==> src/rtl/pipeline_hazard_controller.sv <==
// Stall/flush/next-PC sequencer for the 5-stage MIPS pipeline (IF, ID, EX, ME, WB).
// Optional stall/flush performance counters are built when HAZARD_PERF_COUNTERS_EN is defined.
module pipeline_hazard_controller #(
  parameter int CNT_WIDTH   = 16,
  parameter int JR_WAIT_MAX = 3
) (
  input  logic       clk,
  input  logic       reset,
  input  logic [4:0] id_rs,
  input  logic [4:0] id_rt,
  input  logic       id_uses_rt,
  input  logic [1:0] id_jump,
  input  logic       ex_mem_read,
  input  logic       ex_reg_write,
  input  logic [4:0] ex_write_reg,
  input  logic       me_reg_write,
  input  logic [4:0] me_write_reg,
  input  logic       me_pc_src,
  input  logic       ext_stall_req,
  output logic       pc_write,
  output logic       if_id_write,
  output logic       if_id_flush,
  output logic       id_ex_flush,
  output logic       ex_me_flush,
  output logic [1:0] pc_sel,
  output logic [1:0] ctrl_state,
  output logic       jr_fault
`ifdef HAZARD_PERF_COUNTERS_EN
  ,
  output logic [CNT_WIDTH-1:0] stall_count,
  output logic [CNT_WIDTH-1:0] flush_count
`endif
);

  typedef enum logic [1:0] {
    RUN      = 2'b00,
    LU_STALL = 2'b01,
    JR_WAIT  = 2'b10,
    EXT_WAIT = 2'b11
  } state_e;

  localparam logic [1:0] SEL_PC4    = 2'b00;
  localparam logic [1:0] SEL_BRANCH = 2'b01;
  localparam logic [1:0] SEL_JUMP   = 2'b10;
  localparam logic [1:0] SEL_JR     = 2'b11;

  localparam logic [1:0] JMP_J  = 2'b01;
  localparam logic [1:0] JMP_JR = 2'b10;

  // Wait counter only needs to reach one past the limit; it saturates there.
  localparam int              WAIT_W   = $clog2(JR_WAIT_MAX + 2);
  localparam logic [WAIT_W-1:0] WAIT_LIM = WAIT_W'(JR_WAIT_MAX);
  localparam logic [WAIT_W-1:0] WAIT_TOP = WAIT_W'(JR_WAIT_MAX + 1);

  state_e             state_q, state_d;
  logic [WAIT_W-1:0]  wait_q, wait_d;
  logic               fault_q, fault_d;

  // Hazard decode; register $0 is hard-wired zero and never creates a dependency.
  logic rs_nz, rt_nz;
  logic ex_hits_rs, ex_hits_rt, me_hits_rs;
  logic load_use, jr_hazard, is_j, is_jr;

  assign rs_nz      = (id_rs != 5'd0);
  assign rt_nz      = (id_rt != 5'd0);
  assign ex_hits_rs = rs_nz && (ex_write_reg == id_rs);
  assign ex_hits_rt = rt_nz && (ex_write_reg == id_rt);
  assign me_hits_rs = rs_nz && (me_write_reg == id_rs);

  assign is_j      = (id_jump == JMP_J);
  assign is_jr     = (id_jump == JMP_JR);
  assign load_use  = ex_mem_read && (ex_hits_rs || (id_uses_rt && ex_hits_rt));
  assign jr_hazard = is_jr && ((ex_reg_write && ex_hits_rs) || (me_reg_write && me_hits_rs));

  always_comb begin
    state_d     = RUN;
    wait_d      = '0;
    pc_write    = 1'b1;
    if_id_write = 1'b1;
    if_id_flush = 1'b0;
    id_ex_flush = 1'b0;
    ex_me_flush = 1'b0;
    pc_sel      = SEL_PC4;
    if (!reset) begin
      pc_write    = 1'b0;
      if_id_write = 1'b0;
      if_id_flush = 1'b1;
      id_ex_flush = 1'b1;
      ex_me_flush = 1'b1;
    end else if (me_pc_src) begin
      // A taken branch squashes everything younger and aborts any stall.
      pc_sel      = SEL_BRANCH;
      if_id_flush = 1'b1;
      id_ex_flush = 1'b1;
      ex_me_flush = 1'b1;
    end else if (ext_stall_req) begin
      pc_write    = 1'b0;
      if_id_write = 1'b0;
      state_d     = EXT_WAIT;
    end else if (load_use) begin
      pc_write    = 1'b0;
      if_id_write = 1'b0;
      id_ex_flush = 1'b1;
      state_d     = LU_STALL;
    end else if (jr_hazard) begin
      pc_write    = 1'b0;
      if_id_write = 1'b0;
      id_ex_flush = 1'b1;
      state_d     = JR_WAIT;
      wait_d      = (wait_q == WAIT_TOP) ? wait_q : wait_q + 1'b1;
    end else if (is_j) begin
      pc_sel      = SEL_JUMP;
      if_id_flush = 1'b1;
    end else if (is_jr) begin
      pc_sel      = SEL_JR;
      if_id_flush = 1'b1;
    end
  end

  assign fault_d = fault_q || (wait_d > WAIT_LIM);

  always_ff @(posedge clk or negedge reset) begin
    if (!reset) begin
      state_q <= RUN;
      wait_q  <= '0;
      fault_q <= 1'b0;
    end else begin
      state_q <= state_d;
      wait_q  <= wait_d;
      fault_q <= fault_d;
    end
  end

  assign ctrl_state = state_q;
  assign jr_fault   = fault_q;

`ifdef HAZARD_PERF_COUNTERS_EN
  logic [CNT_WIDTH-1:0] stall_cnt_q, stall_cnt_d;
  logic [CNT_WIDTH-1:0] flush_cnt_q, flush_cnt_d;
  logic                 any_flush;

  assign any_flush = if_id_flush || id_ex_flush || ex_me_flush;

  always_comb begin
    stall_cnt_d = stall_cnt_q;
    flush_cnt_d = flush_cnt_q;
    if (!pc_write && (stall_cnt_q != '1)) stall_cnt_d = stall_cnt_q + 1'b1;
    if (any_flush && (flush_cnt_q != '1)) flush_cnt_d = flush_cnt_q + 1'b1;
  end

  always_ff @(posedge clk or negedge reset) begin
    if (!reset) begin
      stall_cnt_q <= '0;
      flush_cnt_q <= '0;
    end else begin
      stall_cnt_q <= stall_cnt_d;
      flush_cnt_q <= flush_cnt_d;
    end
  end

  assign stall_count = stall_cnt_q;
  assign flush_count = flush_cnt_q;
`endif

endmodule

==> config.mk <==
export PLATFORM = sky130hd
export DESIGN_NAME = pipeline_hazard_controller
export DESIGN_NICKNAME = d
export VERILOG_FILES = /design/src/rtl/pipeline_hazard_controller.sv
export SDC_FILE = /design/constraint.sdc
export NUM_CORES = 1
export LEC_CHECK = 0
export BUFFER_PORTS_ARGS = -buffer_cell sky130_fd_sc_hd__clkbuf_2
export CORE_AREA = 10 10 56 58
export CTS_BUF_LIST = sky130_fd_sc_hd__clkbuf_4 sky130_fd_sc_hd__clkbuf_8 sky130_fd_sc_hd__clkbuf_16
export DETAILED_ROUTE_END_ITERATION = 12
export DIE_AREA = 0 0 66 68
export PLACE_DENSITY = 0.68
export SYNTH_ARGS = -nofsm -noshare
export SYNTH_HDL_FRONTEND = slang
export SYNTH_SLANG_ARGS = --single-unit
==> constraint.sdc <==
create_clock -name clk -period 2 [get_ports clk]
set_input_delay 0.2 -clock clk [delete_from_list [all_inputs] [get_ports clk]]
set_output_delay 0.2 -clock clk [all_outputs]
set_load 0.05 [all_outputs]
# == Word-level counts from Yosys, hierarchy flattened ==
# Cells that the tools add are included.
# word_totals
in_bits,30
word_cells,61
register_bits,6
# op_classes
eq_ne,6
n_mux,37
reduce_logical,13
magnitude_cmp,1
n_addsub,1
# ops
operator,count
2-bit two-way mux,12
1-bit two-way mux,19
3-bit two-way mux,6
5-bit == test,3
5-bit nonzero test,2
1-bit logical AND,8
"3-bit by 1-bit adder with 3-bit output, second input constant",1
"3-bit == test, second input constant",1
"3-bit by 2-bit > comparator with 1-bit output, second input constant",1
1-bit logical OR,3
"2-bit by 1-bit == test with 1-bit output, second input constant",1
"2-bit == test, second input constant",1

# == Logic depth before layout (Yosys ltp) ==
# Gate-level depths: netlist (run 1).
# logic_depth
ltp_word,12
mapped_depth,7
ltp_nobuf,6

# == Worst setup path after synthesis (run 1) ==
# Ideal clock, no wire load.
# synth_path
kind,input to output
startpoint,input port id_rs[1]
endpoint,output port pc_write
t_arrival_ns,3.496
path_stages,6
path_buffers,1
slack_ns,-1.696
path_cell_list,or4_4 > o211a_1 > and4_1 > or2_4 > o41ai_1 > buf_4
# synth_between
elab_chain_len,10
elab_cells_between_ends,16
cone_classes,eq/ne: 2; mux: 5; reduce/logical: 9
# synth_rtl
element,line,source
"start, declared",9,"input logic [4:0] id_rs,"
5-bit == test (tied with other cells),66,assign ex_hits_rs = rs_nz && (ex_write_reg == id_rs);
"1-bit logical AND, on equally long branches","66, 68",
1-bit logical AND,73,assign jr_hazard = is_jr && ((ex_reg_write && ex_hits_rs) || (me_reg_write && me_hits_rs));
1-bit logical OR,73,
1-bit logical AND,73,
1-bit two-way mux,n/a,
1-bit two-way mux * (4 in series),n/a,
"end, declared",20,"output logic pc_write,"
# Mark *: on every way between the ends. The rest lies on a longest branch, timed or not.

# == Worst setup path in the final report (run 1) ==
# layout_path
startpoint,input port id_rs[1]
endpoint,output port if_id_write
# layout_between
elab_chain_len,10
elab_cells_between_ends,16
cone_classes,eq/ne: 2; mux: 5; reduce/logical: 9
# layout_rtl
element,line,source
5-bit == test (tied with other cells),66,
"1-bit logical AND, on equally long branches","66, 68",
1-bit logical AND,73,
1-bit logical OR,73,
1-bit logical AND,73,
1-bit two-way mux,105,end else if (jr_hazard) begin
1-bit two-way mux *,100,end else if (load_use) begin
1-bit two-way mux *,96,end else if (ext_stall_req) begin
1-bit two-way mux *,90,end else if (me_pc_src) begin
1-bit two-way mux *,84,if (!reset) begin
"end, declared",21,"output logic if_id_write,"
# Marks and branches as above.

==> results of run 1 <==
[what timing repair did]
action | CTS | global route
resized for setup | 1 | 2
endpoints found under the hold margin | 6 | 0
hold buffers | 1 | 0
setup endpoints to repair | 5 | 6
buffers inserted | 1 | 1
pin swaps | 3 | 1
[Yosys cell counts (2+ instances only)]
master | number | share of area (%)
nor3_1 | 6 | 5.1
xor2_1 | 6 | 8.9
nand2_1 | 4 | 2.5
nand3b_1 | 2 | 2.5
nor2_1 | 3 | 1.9
and2_1 | 2 | 2.1
xnor2_1 | 9 | 13
nand4_1 | 2 | 2.1
o31ai_1 | 2 | 2.5
ha_1 | 3 | 6.3
nand3_1 | 2 | 1.7
inv_1 | 7 | 4.4
o41ai_1 | 2 | 3.0
dfrtp_1 | 6 | 25
[layer usage]
metal	track usage [%]	wire, um	vias up
met1	8.744	823	301
met4	3.141	0	0
li1	-	-	361
met2	16.55	969	33
met3	4.894	213	0
met5	0	0	-
[layout make-up]
class                           instances  share of cell area, %
Timing Repair Buffer                   53                  35.89
Multi-Input combinational cell         56                  42.39
Sequential cell                         6                  13.94
Tap cell                               28                  3.252
Clock buffer                            3                  2.091
Inverter                                7                  2.439
[metrics by stage]
stage / hold WS, ns / area [um2]
final: 0.2841 / 1077
after global routing: 0.2802 / 1077
after CTS: 0.2696 / 1052
after detailed placement: 0.05325 / 1010
after global placement: 0.05148 / 1010
after floorplan: -0.09559 / 629.4
[report_power, final]
part	total [mW]	switching, mW	internal (mW)
Sequential	0.124	0.000421	0.124
Clock	0.107	0.0391	0.0676
Combinational	0.206	0.106	0.100
Total	0.436	0.145	0.291
[worst max-delay path: cells and delay by family]
family	cells	cell delay, ns
buffers and inverters	3	0.41
AND/OR/NAND/NOR	3	0.95
AO/OA/AOI/OAI	2	0.43
[kinds of logic (layout without fill, tap and decap cells)]
| logic type | count (synthesis) | after routing | synth area share (%) |
|---|---|---|---|
| AO/OA/AOI/OAI | 11 | 11 | 13.92 |
| XOR/XNOR | 15 | 15 | 22.15 |
| flip-flops | 6 | 6 | 25.32 |
| adder cells (fa/ha/maj) | 3 | 3 | 6.330 |
| AND/OR/NAND/NOR | 27 | 27 | 26.58 |
| buffers and inverters | 8 | 63 | 5.697 |
[worst min path at each step]
stage | start | to | cells past startpoint
final | me_pc_src | ctrl_state[0]$_DFF_PN0_ | 3
after global routing | me_pc_src | ctrl_state[0]$_DFF_PN0_ | 3
after CTS | me_pc_src | ctrl_state[0]$_DFF_PN0_ | 3
after detailed placement | reset | wait_q[1]$_DFF_PN0_ | 1
after global placement | reset | wait_q[2]$_DFF_PN0_ | 1
after floorplan | reset | ctrl_state[0]$_DFF_PN0_ | 0
[flip-flops by register name (all words and copies together) (netlist names)]
name / flops
ctrl_state: 2
jr_fault: 1
wait_q: 3
==> metrics.txt, run 1 <==
outcome=complete, but fails checks; failing checks=negative setup slack; Hold WC Path Type=input pin to flip-flop; Worst slew margin=80.13%; Area growth, synth to finish=81.64%; FF-to-FF Start=wait_q[0]$_DFF_PN0_; CP endpoint=if_id_write; Worst IR Drop VDD=0.1652 mV; First-pass DRT Iterations=4; RSZ-0062 raised after global routing=yes; flops & latches, synth=6; Layout Skew=0.002475 ns; Tot GR Track Use=9.143%; Setup crit end kind=primary output; core area=2106 um2; slowest stage delay, CP=0.52 ns; crit path max fanout=5; setup TNS=-0.9446 ns; vias in the first global route=826; share of layout cells above drive strength 1=49.60%; Crit path arrival time=2.01 ns; Cells after Synth=70; via count=695; nets=160; Worst-Skew Late Latency=0.24 ns; period utilization=110.3%; initial antenna violation count=0; overall power=0.4365 mW; Die X=66 um; Max Freq=0.4533 GHz; Via-to-Cell Ratio=4.542; largest net degree at the start of global routing=7; initial core utilization=28.16%; post-route DRC violation count=0; global-route wire length before repair=3.305 mm; num rows=17; commonest non-fill, non-tap cell in the layout=clkbuf_2; Worst Path Required=1.80 ns; diodes inserted=0; Multi-input gate area=456.7 um2; Worst-path clk slew=0.04 ns; worst slack at placement=-0.2631 ns; Root Buffer=clkbuf_4; Final min period=2.206 ns; post-route insts no fill=153; Die Y=68 um; GRT overflow=0; CP startpoint=id_rs[1]; Iteration-0 DRC Markers=15; drt wl/cell=13.11 um; CTS max path bufs=2; Avg Synthesized Cell Area=8.472 um2; gpl congestion=0.7593; worst r2r dst=jr_fault$_DFF_PN0_; Util after Layout=51.16%; reg2reg path depth=5; final hold violations=0; PwrDens=405.1 nW/um2; synth warn=0; post-synthesis sequential area ratio=25.32%; synthesized area=593.1 um2; sequential cell area=150.1 um2; EDFF count, synth=0; Die Area=4488 um2; CTS sink count=6; syn_nets=103; CTS Buf Count=3; CTS tree=yes; maxcap violations=0; crit start category=input pin; Post-Route WL=2.006 mm; IO Pins=40; Lkg Pwr=0.5330 nW; # fillers=200; antenna viol nets, final=0; Main synth FF type=dfrtp_1; commonest cells after routing, fill and taps aside=clkbuf_2, buf_4, xnor2_1; actual slew at the worst max-slew pin=0.2963 ns; ys async rst share=100.0%; fin worst setup slack=-0.2062 ns; H-Tree Depth=1; PortBufs=39; placed cells=147; Post-DP HPWL=1.767 mm; Max Transition Viols Final=0; critical-path cell list=buf_6, or4_4, o211a_1, and4_1, or2_4, o41ai_4, buf_4, buf_12; Setup violations, final=6; Worst Setup Path Type=input pin to primary output; number of distinct library cells after synthesis=28; Worst R2R Setup Slack=0.86 ns; Critical-path top delay cell=or4_4
Power figures use the tool's default switching activity.
==> run 2, diff against run 1 <==
Settings changed: PLACE_DENSITY 0.68 to 0.66.
Clock period 2 ns to 2.55 ns, I/O delays scaled along.
==> run 2 against run 1 <==
  * The run now ends clean
  * Worst setup slack better by 0.32 ns
  * Global-route usage down 0.57 points
  * Final cell count down 7.2%
  * Non-clock buffer count down 11
  * Largest power group unchanged
  * Clock skew up 0.0015 ns
  * Highest routed layer is now met4
  * Critical endpoint unchanged
  * Largest cell class unchanged
  * Sequential cell count unchanged
==> metrics.txt, run 2 (synthesis results as in run 1) <==
outcome=finished clean; fin worst setup slack=0.1116 ns; Die Area=4488 um2; Layout Skew=0.003969 ns; Max Transition Viols Final=0; final instance area=899.6 um2; diodes inserted=0; num rows=17; drt wl/cell=12.49 um; Worst IR Drop VDD=0.1337 mV; final hold violations=0; CTS max path bufs=2; Hold WC Path Type=input pin to flip-flop; initial antenna violation count=0; Final min period=2.438 ns; actual slew at the worst max-slew pin=0.2860 ns; Root Buffer=clkbuf_4; nets=149; CTS tree=yes; max reg flops=3; crit path max fanout=5; initial core utilization=28.16%; reg2reg path depth=5; PwrDens=339.2 nW/um2; First-pass DRT Iterations=2; Worst-path clk slew=0.04 ns; Worst Path Required=2.30 ns; RSZ-0062 raised after global routing=no; via count=659; # fillers=217; gpl congestion=0.7675; worst slack at placement=0.09547 ns; Max Freq=0.4101 GHz; CTS sink count=6; Setup crit end kind=primary output; antenna viol nets, final=0; Die X=66 um; global-route wire length before repair=3.105 mm; crit start category=input pin; Biggest register=wait_q; PortBufs=39; vias in the first global route=777; period utilization=95.62%; Hold Path Stages=2; Crit path arrival time=2.18 ns; postcts setup bufs=0; H-Tree Depth=1; Post-Route WL=1.773 mm; hold_ws=0.3670 ns; post-route DRC violation count=0; IO Pins=40; share of layout cells above drive strength 1=44.74%; Worst slew margin=81.01%; Lkg Pwr=0.4519 nW; Via-to-Cell Ratio=4.641; Setup violations, final=0; commonest non-fill, non-tap cell in the layout=clkbuf_2; largest net degree at the start of global routing=10; Die Y=68 um; setup TNS=0 ns; Worst-Skew Late Latency=0.24 ns; Tot GR Track Use=8.570%; GRT overflow=0; maxcap violations=0; Iteration-0 DRC Markers=7; commonest cells after routing, fill and taps aside=clkbuf_2, xnor2_1, inv_1; core area=2106 um2; Util after Layout=42.72%; Worst Setup Path Type=input pin to primary output; Area growth, synth to finish=51.69%; CTS Buf Count=3; DP Area=867.1 um2; Post-DP HPWL=1.659 mm
==> run 2: report_power, final <==
group	total (mW)	switching, mW	internal, mW
Sequential	0.0973	0.000335	0.0970
Clock	0.0842	0.0312	0.0530
Combinational	0.124	0.0742	0.0494
==> run 2: timing repair <==
item	CTS	global route
resized for setup	0	0
hold endpoints to repair	6	0
hold buffers	1	0
==> run 2: routing by layer <==
metal	routed length, um	global-route usage [%]	vias up
met5	0	0	-
met4	11	3.141	0
met3	214	4.568	2
met2	847	15.10	33
met1	699	8.457	285
li1	-	-	339
==> run 2: worst max-delay path, cell delays in order <==
cell and delay (ns):
clkbuf_2 0.12, or4_4 0.54, o211a_1 0.23, and4_1 0.20, or2_4 0.29, o41ai_4 0.22
clkbuf_2 0.33
==> run 2: path summary, 6_finish.rpt <==
path,startpoint,end,slack (ns)
setup / recovery,id_rs[1],if_id_write,0.11
hold / removal,ext_stall_req,ctrl_state[0]$_DFF_PN0_,0.37
setup reg to reg,wait_q[0]$_DFF_PN0_,jr_fault$_DFF_PN0_,1.41
hold reg to reg,jr_fault$_DFF_PN0_,jr_fault$_DFF_PN0_,0.48
max in group asynchronous,reset,jr_fault$_DFF_PN0_,1.97
min in group asynchronous,reset,wait_q[0]$_DFF_PN0_,0.40
==> run 2: stage by stage <==
step / power, mW / instances
4_1_cts: 0.3120 / 142
3_5_place_dp: 0.2231 / 138
6_report: 0.3051 / 142
3_3_place_gp: 0.2216 / 138
2_1_floorplan: 0.1750 / 70
5_1_grt: 0.3265 / 142
==> run 2: area by class of cell <==
type	instances	area, um2	share of cell area, %
Multi-Input combinational cell	56	445.4	49.51
Timing Repair Buffer	42	220.2	24.48
Sequential cell	6	150.1	16.69
Tap cell	28	35.03	3.894
Inverter	7	26.28	2.921
Clock buffer	3	22.52	2.503
